<file path="src/rtl/dds_pkg.sv">
// Shared definitions for the DDS test-data generator front-end: key codes, FSM states, helpers.
// Latency: n/a (package).
// Backpressure: n/a (package).
`timescale 1ns/1ps
package dds_pkg;

  // Key codes seen by the DDS generator; bit i of the press vector maps to code i+1.
  localparam logic [3:0] KEY_NONE   = 4'd0;
  localparam logic [3:0] KEY_FRE_UP = 4'd1;
  localparam logic [3:0] KEY_FRE_DN = 4'd2;
  localparam logic [3:0] KEY_PHA_UP = 4'd3;
  localparam logic [3:0] KEY_PHA_DN = 4'd4;

  typedef enum logic [2:0] {
    ST_IDLE,
    ST_DEB_PRESS,
    ST_HELD,
    ST_REPEAT,
    ST_WAIT_REL
  } key_state_t;

  function automatic int max3(input int a, input int b, input int c);
    int m;
    m = a;
    if (b > m) m = b;
    if (c > m) m = c;
    return m;
  endfunction

  function automatic logic is_onehot(input logic [3:0] v);
    return (v != 4'd0) && ((v & (v - 4'd1)) == 4'd0);
  endfunction

  function automatic logic [3:0] onehot_to_code(input logic [3:0] v);
    logic [3:0] code;
    code = KEY_NONE;
    case (v)
      4'b0001: code = KEY_FRE_UP;
      4'b0010: code = KEY_FRE_DN;
      4'b0100: code = KEY_PHA_UP;
      4'b1000: code = KEY_PHA_DN;
      default: code = KEY_NONE;
    endcase
    return code;
  endfunction

endpackage

</file>
<file path="src/rtl/key_sync.sv">
// 2-flop synchroniser plus inversion of active-low buttons into a press vector (1 = pressed).
// Latency: 2 cycles from key change to o_kv change.
// Backpressure: none; free-running sampler.
// Ports: i_clk, i_rst_n (async, active-low), i_key_n [W] raw buttons, o_kv [W] synchronised press vector.
`timescale 1ns/1ps
module key_sync #(
  parameter int W = 4
) (
  input  logic         i_clk,
  input  logic         i_rst_n,
  input  logic [W-1:0] i_key_n,
  output logic [W-1:0] o_kv
);

  logic [W-1:0] r_meta;
  logic [W-1:0] r_sync;

  // Reset to all-released so keys held through reset must be debounced afresh.
  always_ff @(posedge i_clk or negedge i_rst_n) begin
    if (!i_rst_n) begin
      r_meta <= '1;
      r_sync <= '1;
    end else begin
      r_meta <= i_key_n;
      r_sync <= r_meta;
    end
  end

  assign o_kv = ~r_sync;

endmodule

</file>
<file path="src/rtl/key_scan_debounce.sv">
// Debounces four push-buttons and emits a one-cycle key code (1..4), with optional auto-repeat.
// Latency: clean press -> o_key_value on the edge DEB_CNT+3 cycles after the first low sample.
// Backpressure: none; the consumer must accept every single-cycle pulse.
// Ports: i_clk, i_rst_n (async, active-low), i_key_n [4] raw active-low buttons,
//        o_key_value [4] one-cycle code pulse (0 otherwise), o_key_held high in HELD/REPEAT.
`timescale 1ns/1ps
module key_scan_debounce
  import dds_pkg::*;
#(
  parameter int DEB_CNT    = 1_000_000,
  parameter int REPEAT_EN  = 1,
  parameter int REPEAT_DLY = 25_000_000,
  parameter int REPEAT_PER = 5_000_000
) (
  input  logic       i_clk,
  input  logic       i_rst_n,
  input  logic [3:0] i_key_n,
  output logic [3:0] o_key_value,
  output logic       o_key_held
);

  localparam int CW = $clog2(max3(DEB_CNT, REPEAT_DLY, REPEAT_PER)) + 1;

  localparam logic [CW-1:0] C_DEB     = CW'(DEB_CNT);
  localparam logic [CW-1:0] C_DEB_M1  = CW'(DEB_CNT - 1);
  localparam logic [CW-1:0] C_DLY     = CW'(REPEAT_DLY);
  localparam logic [CW-1:0] C_DLY_M1  = CW'(REPEAT_DLY - 1);
  localparam logic [CW-1:0] C_PER_M1  = CW'(REPEAT_PER - 1);
  localparam logic [CW-1:0] C_ONE     = CW'(1);

  logic [3:0]    w_kv;
  logic [3:0]    r_kv_d;
  logic [CW-1:0] r_stab_cnt;
  logic          r_stable;
  logic [CW-1:0] r_rep_cnt;
  logic [3:0]    r_code_oh;
  logic [3:0]    r_key_value;
  key_state_t    r_state;
  key_state_t    w_state_nxt;
  logic          w_pulse;
  logic [3:0]    w_pulse_oh;
  logic          w_latch;
  logic          w_rep_clr;
  logic          w_in_hold;

  key_sync #(.W(4)) u_sync (
    .i_clk   (i_clk),
    .i_rst_n (i_rst_n),
    .i_key_n (i_key_n),
    .o_kv    (w_kv)
  );

  // Stability tracking. r_stable is a registered one-cycle strobe: it fires once the vector
  // now held in r_kv_d has been unchanged for DEB_CNT cycles, so FSM decisions use r_kv_d.
  always_ff @(posedge i_clk or negedge i_rst_n) begin
    if (!i_rst_n) begin
      r_kv_d     <= 4'd0;
      r_stab_cnt <= '0;
      r_stable   <= 1'b0;
    end else begin
      r_kv_d <= w_kv;
      if (w_kv != r_kv_d) begin
        r_stab_cnt <= '0;
      end else if (r_stab_cnt != C_DEB) begin
        r_stab_cnt <= r_stab_cnt + C_ONE;
      end
      r_stable <= (w_kv == r_kv_d) && (r_stab_cnt == C_DEB_M1);
    end
  end

  assign w_in_hold = (r_state == ST_HELD) || (r_state == ST_REPEAT);

  always_comb begin
    w_state_nxt = r_state;
    w_pulse     = 1'b0;
    w_pulse_oh  = r_code_oh;
    w_latch     = 1'b0;
    w_rep_clr   = 1'b0;
    case (r_state)
      ST_IDLE: begin
        if (w_kv != 4'd0) w_state_nxt = ST_DEB_PRESS;
      end
      ST_DEB_PRESS: begin
        if (r_stable) begin
          if (r_kv_d == 4'd0) begin
            w_state_nxt = ST_IDLE;
          end else if (is_onehot(r_kv_d)) begin
            w_pulse     = 1'b1;
            w_pulse_oh  = r_kv_d;
            w_latch     = 1'b1;
            w_rep_clr   = 1'b1;
            w_state_nxt = ST_HELD;
          end else begin
            // Chord: never emit a code, wait for a full release.
            w_state_nxt = ST_WAIT_REL;
          end
        end else if (w_kv == 4'd0) begin
          w_state_nxt = ST_IDLE;
        end
      end
      ST_HELD: begin
        if (w_kv != r_code_oh) begin
          w_state_nxt = ST_WAIT_REL;
        end else if ((REPEAT_EN != 0) && (r_rep_cnt == C_DLY_M1)) begin
          w_pulse     = 1'b1;
          w_rep_clr   = 1'b1;
          w_state_nxt = ST_REPEAT;
        end
      end
      ST_REPEAT: begin
        if (w_kv != r_code_oh) begin
          w_state_nxt = ST_WAIT_REL;
        end else if (r_rep_cnt == C_PER_M1) begin
          w_pulse   = 1'b1;
          w_rep_clr = 1'b1;
        end
      end
      ST_WAIT_REL: begin
        if (r_stable && (r_kv_d == 4'd0)) w_state_nxt = ST_IDLE;
      end
      default: begin
        w_state_nxt = ST_IDLE;
      end
    endcase
  end

  always_ff @(posedge i_clk or negedge i_rst_n) begin
    if (!i_rst_n) begin
      r_state     <= ST_IDLE;
      r_key_value <= KEY_NONE;
      r_code_oh   <= 4'd0;
      r_rep_cnt   <= '0;
    end else begin
      r_state     <= w_state_nxt;
      r_key_value <= w_pulse ? onehot_to_code(w_pulse_oh) : KEY_NONE;
      if (w_latch) r_code_oh <= r_kv_d;
      // Repeat timer only runs while a key is held; saturates so REPEAT_EN=0 never wraps.
      if (w_rep_clr || !w_in_hold) begin
        r_rep_cnt <= '0;
      end else if (r_rep_cnt != C_DLY) begin
        r_rep_cnt <= r_rep_cnt + C_ONE;
      end
    end
  end

  assign o_key_value = r_key_value;
  assign o_key_held  = w_in_hold;

endmodule

</file>
<file path="config.mk">
export PLATFORM = sky130hd
export DESIGN_NAME = key_scan_debounce
export DESIGN_NICKNAME = d
export VERILOG_FILES = /design/src/rtl/dds_pkg.sv /design/src/rtl/key_sync.sv /design/src/rtl/key_scan_debounce.sv
export SDC_FILE = /design/constraint.sdc
export NUM_CORES = 1
export LEC_CHECK = 0
export CORE_UTILIZATION = 40
export CTS_CLUSTER_DIAMETER = 80
export CTS_CLUSTER_SIZE = 20
export DETAILED_ROUTE_END_ITERATION = 10
export MAX_ROUTING_LAYER = met4
export PLACE_DENSITY = 0.64
export SLEW_MARGIN = 40
export SYNTH_ARGS = -nofsm -noshare
export SYNTH_HDL_FRONTEND = slang
export SYNTH_SLANG_ARGS = --single-unit
</file>
<file path="constraint.sdc">
create_clock -name i_clk -period 2.56 [get_ports i_clk]
set_input_delay 0.384 -clock i_clk [delete_from_list [all_inputs] [get_ports i_clk]]
set_output_delay 0.384 -clock i_clk [all_outputs]
set_load 0.05 [all_outputs]
</file>
=== Word-level counts from Yosys, hierarchy flattened ===
Cells that the tools add are included.

* Word-level logic and storage cells: 79
* Input port bits: 6
* Output and inout port bits: 5
* Register bits: 76

* Reductions and logical operators: 15
* Multiplexer cells: 29
* Bitwise operators: 2
* Eq/ne operators: 21
* Add/subtract/negate cells: 3

{| class="wikitable"
|+ Operators by type and width
! operator !! number
|-
| $mux 26 || 4
|-
| $add 26x1->26 const B || 2
|-
| $mux 3 || 9
|-
| $eq 26x20->1 const B || 1
|-
| $eq 26x23->1 const B || 1
|-
| $eq 26x25->1 const B || 1
|-
| $ne 26x20->1 const B || 1
|-
| $ne 26x25->1 const B || 1
|-
| $mux 4 || 5
|-
| $pmux 3 s5 || 1
|-
| $logic_not 4->1 || 3
|-
| $pmux 3 s4 || 1
|-
| $mux 1 || 8
|-
| $ne 4x4->1 || 2
|-
| $reduce_bool 4->1 || 2
|-
| $eq 3x2->1 const B || 2
|-
| $reduce_and 5->1 || 1
|-
| $and 4x4->4 || 1
|-
| $eq 4x1->1 const B || 1
|-
| $eq 4x2->1 const B || 1
|-
| $eq 4x3->1 const B || 1
|-
| $eq 4x4->1 || 1
|-
| $eq 4x4->1 const B || 1
|-
| $ne 2x2->1 const B || 2
|-
| other kinds (13) || 17
|}

=== Logic depth before layout (Yosys ltp) ===
* Depth in word-level cells: 11
* Gate-level depth with buffers: 9
* Mapped depth without buffers: 6

=== Modules after synthesis ===
Synthesis repeated with hierarchy kept, for this count alone.

* Cell total of the unflattened synthesis: 403
* Area total of the unflattened synthesis: 3993.8 µm²

{| class="wikitable"
|+ Modules (own cells, without submodules)
! module !! area each (µm²) !! cells an instance !! instances !! sequential area each (µm²)
|-
| key_scan_debounce || 3768.6 || 391 || 1 || 1676.6
|-
| key_sync || 225.2 || 12 || 1 || 210.2
|}

=== Least setup slack after synthesis ===
Ideal clock, no wire load.

* Path type: reg2reg
* Start point: register r_rep_cnt[0]
* End point: register r_rep_cnt[7]
* Required time: 2488 ps
* Setup time: 72 ps
* Stages on the path, launching flop included: 10
* Slack: 693 ps
* Arrival time: 1795 ps
* Period minus slack after synthesis: 1867 ps
* Buffers on the path: 3
* Cells stage by stage: dfrtp_1 -> ha_1 -> and4_1 -> clkbuf_1 -> nand3b_1 -> nor3_1 -> a211o_1 -> buf_2 -> buf_2 -> nor2_1

* Longest elaborated chain between the ends: 6
* Elaborated cells on any way between the ends: 13
* Those cells by class: add/sub (1); eq/ne (3); mux (7); reduce/logical (2)

{| class="wikitable"
|+ Ends and longest elaborated chain
! element !! RTL line !! text
|-
| start, declared || key_scan_debounce.sv:35 || <nowiki>logic [CW-1:0] r_rep_cnt;</nowiki>
|-
| start signal, assigned || key_scan_debounce.sv:141 || <nowiki>r_rep_cnt <= r_rep_cnt + C_ONE;</nowiki>
|-
| parallel branches: the longest is 6 deep, another holds $add 26x1->26 || -- ||
|}

Several ways; the timed one is not identified. The select of a mux whose other input is x is not followed.
A chain may end at the register's enable or synchronous reset.

=== Final worst setup path ===
* Start point: register r_state[1]
* End point: output port o_key_held

* Longest elaborated chain between the ends: 2
* Elaborated cells on any way between the ends: 3
* Those cells by class: eq/ne (2); reduce/logical (1)

{| class="wikitable"
|+ Ends and longest elaborated chain
! element !! RTL line !! text
|-
| start, declared || key_scan_debounce.sv:38 || <nowiki>key_state_t r_state;</nowiki>
|-
| start signal, assigned || key_scan_debounce.sv:134 || <nowiki>r_state <= w_state_nxt;</nowiki>
|-
| $eq 3x2->1 || key_scan_debounce.sv:71 || <nowiki>assign w_in_hold = (r_state == ST_HELD) || (r_state == ST_REPEAT);</nowiki>
|-
| $logic_or 1x1->1 * || key_scan_debounce.sv:71 ||
|-
| end, declared || key_scan_debounce.sv:19 || <nowiki>output logic o_key_held</nowiki>
|}

Every way passes the cells marked *; elsewhere a longest branch is shown, timed or not.

==> out/metrics.sh <==
STATUS='completed'
FIN_TNS_SETUP_PS=0
ANTENNA_DIODE_COUNT=0
DETAIL-ROUTE-ANTENNA-NETS=0
PLACEMENT_ROWS=35
CRIT_PATH_END_KIND='primary output'
GRT_FIRST_PASS_WIRELENGTH_UM=13030
POWER.LEAKAGE_nW=1.647
CTS.ROOT.BUFFER_CELL='clkbuf_8'
TIGHTESTPINTRANSITION_PS=565.0
SYNTH_COMPOUND_AREA_SHARE_PCT=4.854
TCRIT_TCLK_FINAL_PCT=88.35
FP.DIEH_UM=100.6
GRT_ANTENNA_BEFORE_REPAIR=0
SYNTH_FP_NETS=410
SYNTH_TOP_FAMILY_BY_AREA='simple AND/OR/NAND/NOR gates'
PORTS_PLACED_ON_THE_BOUNDARY=11
DRTPASS1ITERATIONS=4
POWER_DENSITY_mW_PER_MM2=529.6
CLKLATENCYLATEPIN_PS=350
CTS_TREE='built'
SYNTHESIS.INSTANCES=400
AREA_GROWTH_PCT=10.54
CLK_PIN_SLEW_PS=80
CTS_BUFFERS=9
YOSYS.CELL_TYPES.COUNT=52
SHARE_OF_FLIP_FLOPS_WITH_AN_ASYNCHRONOUS_SET_OR_RESET_PCT=100.0
CTS_BUFFER_DEPTH=2
NUM_VIAS=2838
DIEAREA_MM2=0.01013
SYNTH-EDFF-COUNT=0
MAX-VDD-IR-DROP_uV=227.2
DESIGN.FINAL.NETS=418
FIN_WORST_HOLD_SLACK_PS=32.28
LAYOUT.CELLS.MOST_COMMON='dfrtp_1'
H-TREE-DEPTH=3
SEQUENTIAL_CELL_AREA_MM2=0.001887
LAYOUT_COMMON_CELLS='67 x dfrtp_1, 65 x nor2_1, 36 x xor2_1'
SEQ_TOTAL_AREA_YOSYS_PCT=48.47
MAXIMUM_NUMBER_OF_PINS_ON_ONE_NET_BEFORE_GLOBAL_ROUTE_REPAIR=45
CORE_REGION_AREA_MM2=0.009328
R2R-START='u_sync.r_sync[0]'
WORST_SETUP_SP_TYPE='flop'
FLOORPLAN.DIE.WIDTH_UM=100.6
DRTITER0DRC=123
MAIN_SYNTH_FF_TYPE='dfrtp_1'
CTSRESIZECOUNT=0
ROUTED_WIRELENGTH_UM=7228
GLOBALROUTETOTALUTIL_PCT=16.66
SYN-MEAN-INSTANCE-AREA_UM2=9.731
SYNTH-SEQ-CELLS=75
R2R-END='r_state[2]'
REPORT.FINAL.SETUP_VIOL=0
POSTCTSSETUPBUFFERS=0
FILL_CELLS=881
MULTIINPUTGATEAREA_MM2=0.001864
REPORT.FINAL.SLEW_VIOL_COUNT=0
UTILIZATION_PCT=46.13
PLACEMENT.SETUP.WORST_SLACK_PS=514.5
MAX_FREQ_MHz=442.2
POST_DRT_WL_PER_CELL_UM=13.34
MUXSHAREOFSYNTHAREA_PCT=0.8036
PLACEMENT.IO_BUFFERS=9
HOLDBUFCOUNTCTS=0
COUNT_OF_SYNTHESIS_STAGE_WARNINGS_FROM_YOSYS=0
UNREPAIRED_SETUP_ENDPOINTS_AFTER_GLOBAL_ROUTING='false'
MIN_DELAY_PATH_CLASS='in2async'
MINIMUM_SETUP_SLACK_AMONG_REG_TO_REG_PATHS_PS=500
TIMING_HOLD_VIOLATIONS_FINAL=0
FLOORPLAN.INITIALDENSITY_PCT=41.73
DETAIL_ROUTE.DRC_VIOLATIONS=0
VIA_PER_INST=5.236
CP_DATA_REQUIRED_TIME_PS=2180
FINAL.MIN_CLOCK_PERIOD_PS=2262
GLOBALROUTE.TOTALOVERFLOW=0
WORST_EP_ARRIVAL_TIME_PS=1880
NUMCLOCKSINKS=75
PLACE.GP.CONGESTION=0.8265
CRITPATHMAXFANOUT=6
POST_ROUTE_CELLS_DRIVE_ABOVE_1_SHARE_PCT=10.17
AREA_FRACTION_IN_AND_OR_NAND_AND_NOR_CELLS_AFTER_SYNTHESIS_PCT=27.29
SLEW_HEADROOM_PCT=62.13
POST_SYNTHESIS_CELL_AREA_MM2=0.003892
PLACE.DETAILED.HPWL_UM=4901
CRIT_TYPE='reg2out'
SYNTH_XOR_XNOR_AREA_SHARE_PCT=13.05
FINAL.SETUP_SKEW_PS=9.244
GRT_PASS1_VIAS=2825
DRV_CAP=0
FINALWORSTSETUPSLACK_PS=298.4
POST_SYNTH_FA_HA_MAJ_AREA_FRACTION_PCT=1.800
WORSTREGTOREGCELLS=5
==> state kept, by name, summed over array words and instances, names as in the netlist <==
signal	cells
r_stab_cnt	26
u_sync.r_sync	4
r_code_oh	4
r_rep_cnt	26
r_state	3
u_sync.r_meta	4
o_key_value	3
r_stable	1
r_kv_d	4
==> worst max-delay path, stage by stage (launching register included) <==
cell	delay, ps
dfrtp_1	430
inv_1	120
nor2_1	170
clkdlybuf4s50_1	830
==> cell families (layout without fill, tap and decap cells) <==
kind of cell / after synthesis / count (layout)
AO/OA/AOI/OAI: 28 / 28
adder cells (fa/ha/maj): 6 / 6
AND/OR/NAND/NOR: 197 / 197
XOR/XNOR: 58 / 58
flip-flops: 75 / 75
other: 1 / 1
multiplexers: 3 / 3
buffers and inverters: 32 / 45
==> synth_stat cells, drive strengths merged (2+ instances only) <==
library cell	instances	area share [%]
and2	4	0.64
maj3	2	0.51
nand2	20	1.9
and4	6	1.4
mux2i	2	0.51
nor2	65	6.3
o21ai	7	0.90
inv	16	1.5
clkbuf	6	0.58
a31oi	2	0.32
or3b	2	0.45
and3	9	1.4
or4	3	0.58
nor4	8	1.8
o211ai	2	0.39
or3	4	0.68
nor4b	3	0.68
nand2b	3	0.48
xnor2	22	5.0
buf	10	1.5
nand3b	2	0.39
nor3	21	2.8
ha	4	1.3
nand3	20	2.6
o31ai	2	0.39
nand4	22	3.5
dfstp	8	5.4
xor2	36	8.1
dfrtp	67	43
a21oi	6	0.77
==> through the flow <==
stage               power [mW]  cell area (um2)  cells
floorplan                1.331             3892    400
global placement         1.382             4103    526
detailed placement       1.385             4103    526
CTS                      2.313             4303    542
global route             2.384             4303    542
finish                   2.279             4303    542
==> how the worst max path moves through the flow <==
stage	startpoint	endpoint	slack, ps	depth (start not counted)
after floorplan	r_rep_cnt[0]	r_rep_cnt[7]	690	9
after global placement	u_sync.r_sync[3]	r_state[2]	610	5
after detailed placement	u_sync.r_sync[0]	r_state[2]	510	5
after CTS	r_state[1]	o_key_held	280	3
after global routing	r_state[1]	o_key_held	150	3
final	r_state[1]	o_key_held	300	3
==> layout make-up <==
type                    count  area share, %
flip-flops and latches     75          43.85
well taps                 129          3.751
repair buffers             13          3.024
clock buffers               9          2.879
clock inverters             7          1.774
inverters                  16          1.396
multi-input cells         293          43.33
==> power breakdown <==
| group | internal, mW | switching (mW) | leakage (nW) |
|---|---|---|---|
| Clock | 0.457 | 0.463 | 0.0962 |
| Sequential | 1.21 | 0.0415 | 1.01 |
| Combinational | 0.0468 | 0.0636 | 0.543 |
| Total | 1.71 | 0.568 | 1.65 |
==> per-layer routing <==
layer | wire, um | GRT usage (%) | share of wire [%]
met5 | 0 | - | 0
met3 | 226 | 4.161 | 3.1
met4 | 41 | 4.459 | 0.57
met2 | 3525 | 26.98 | 49
met1 | 3435 | 20.85 | 48
No activity file was read; power rests on OpenSTA's default activity.
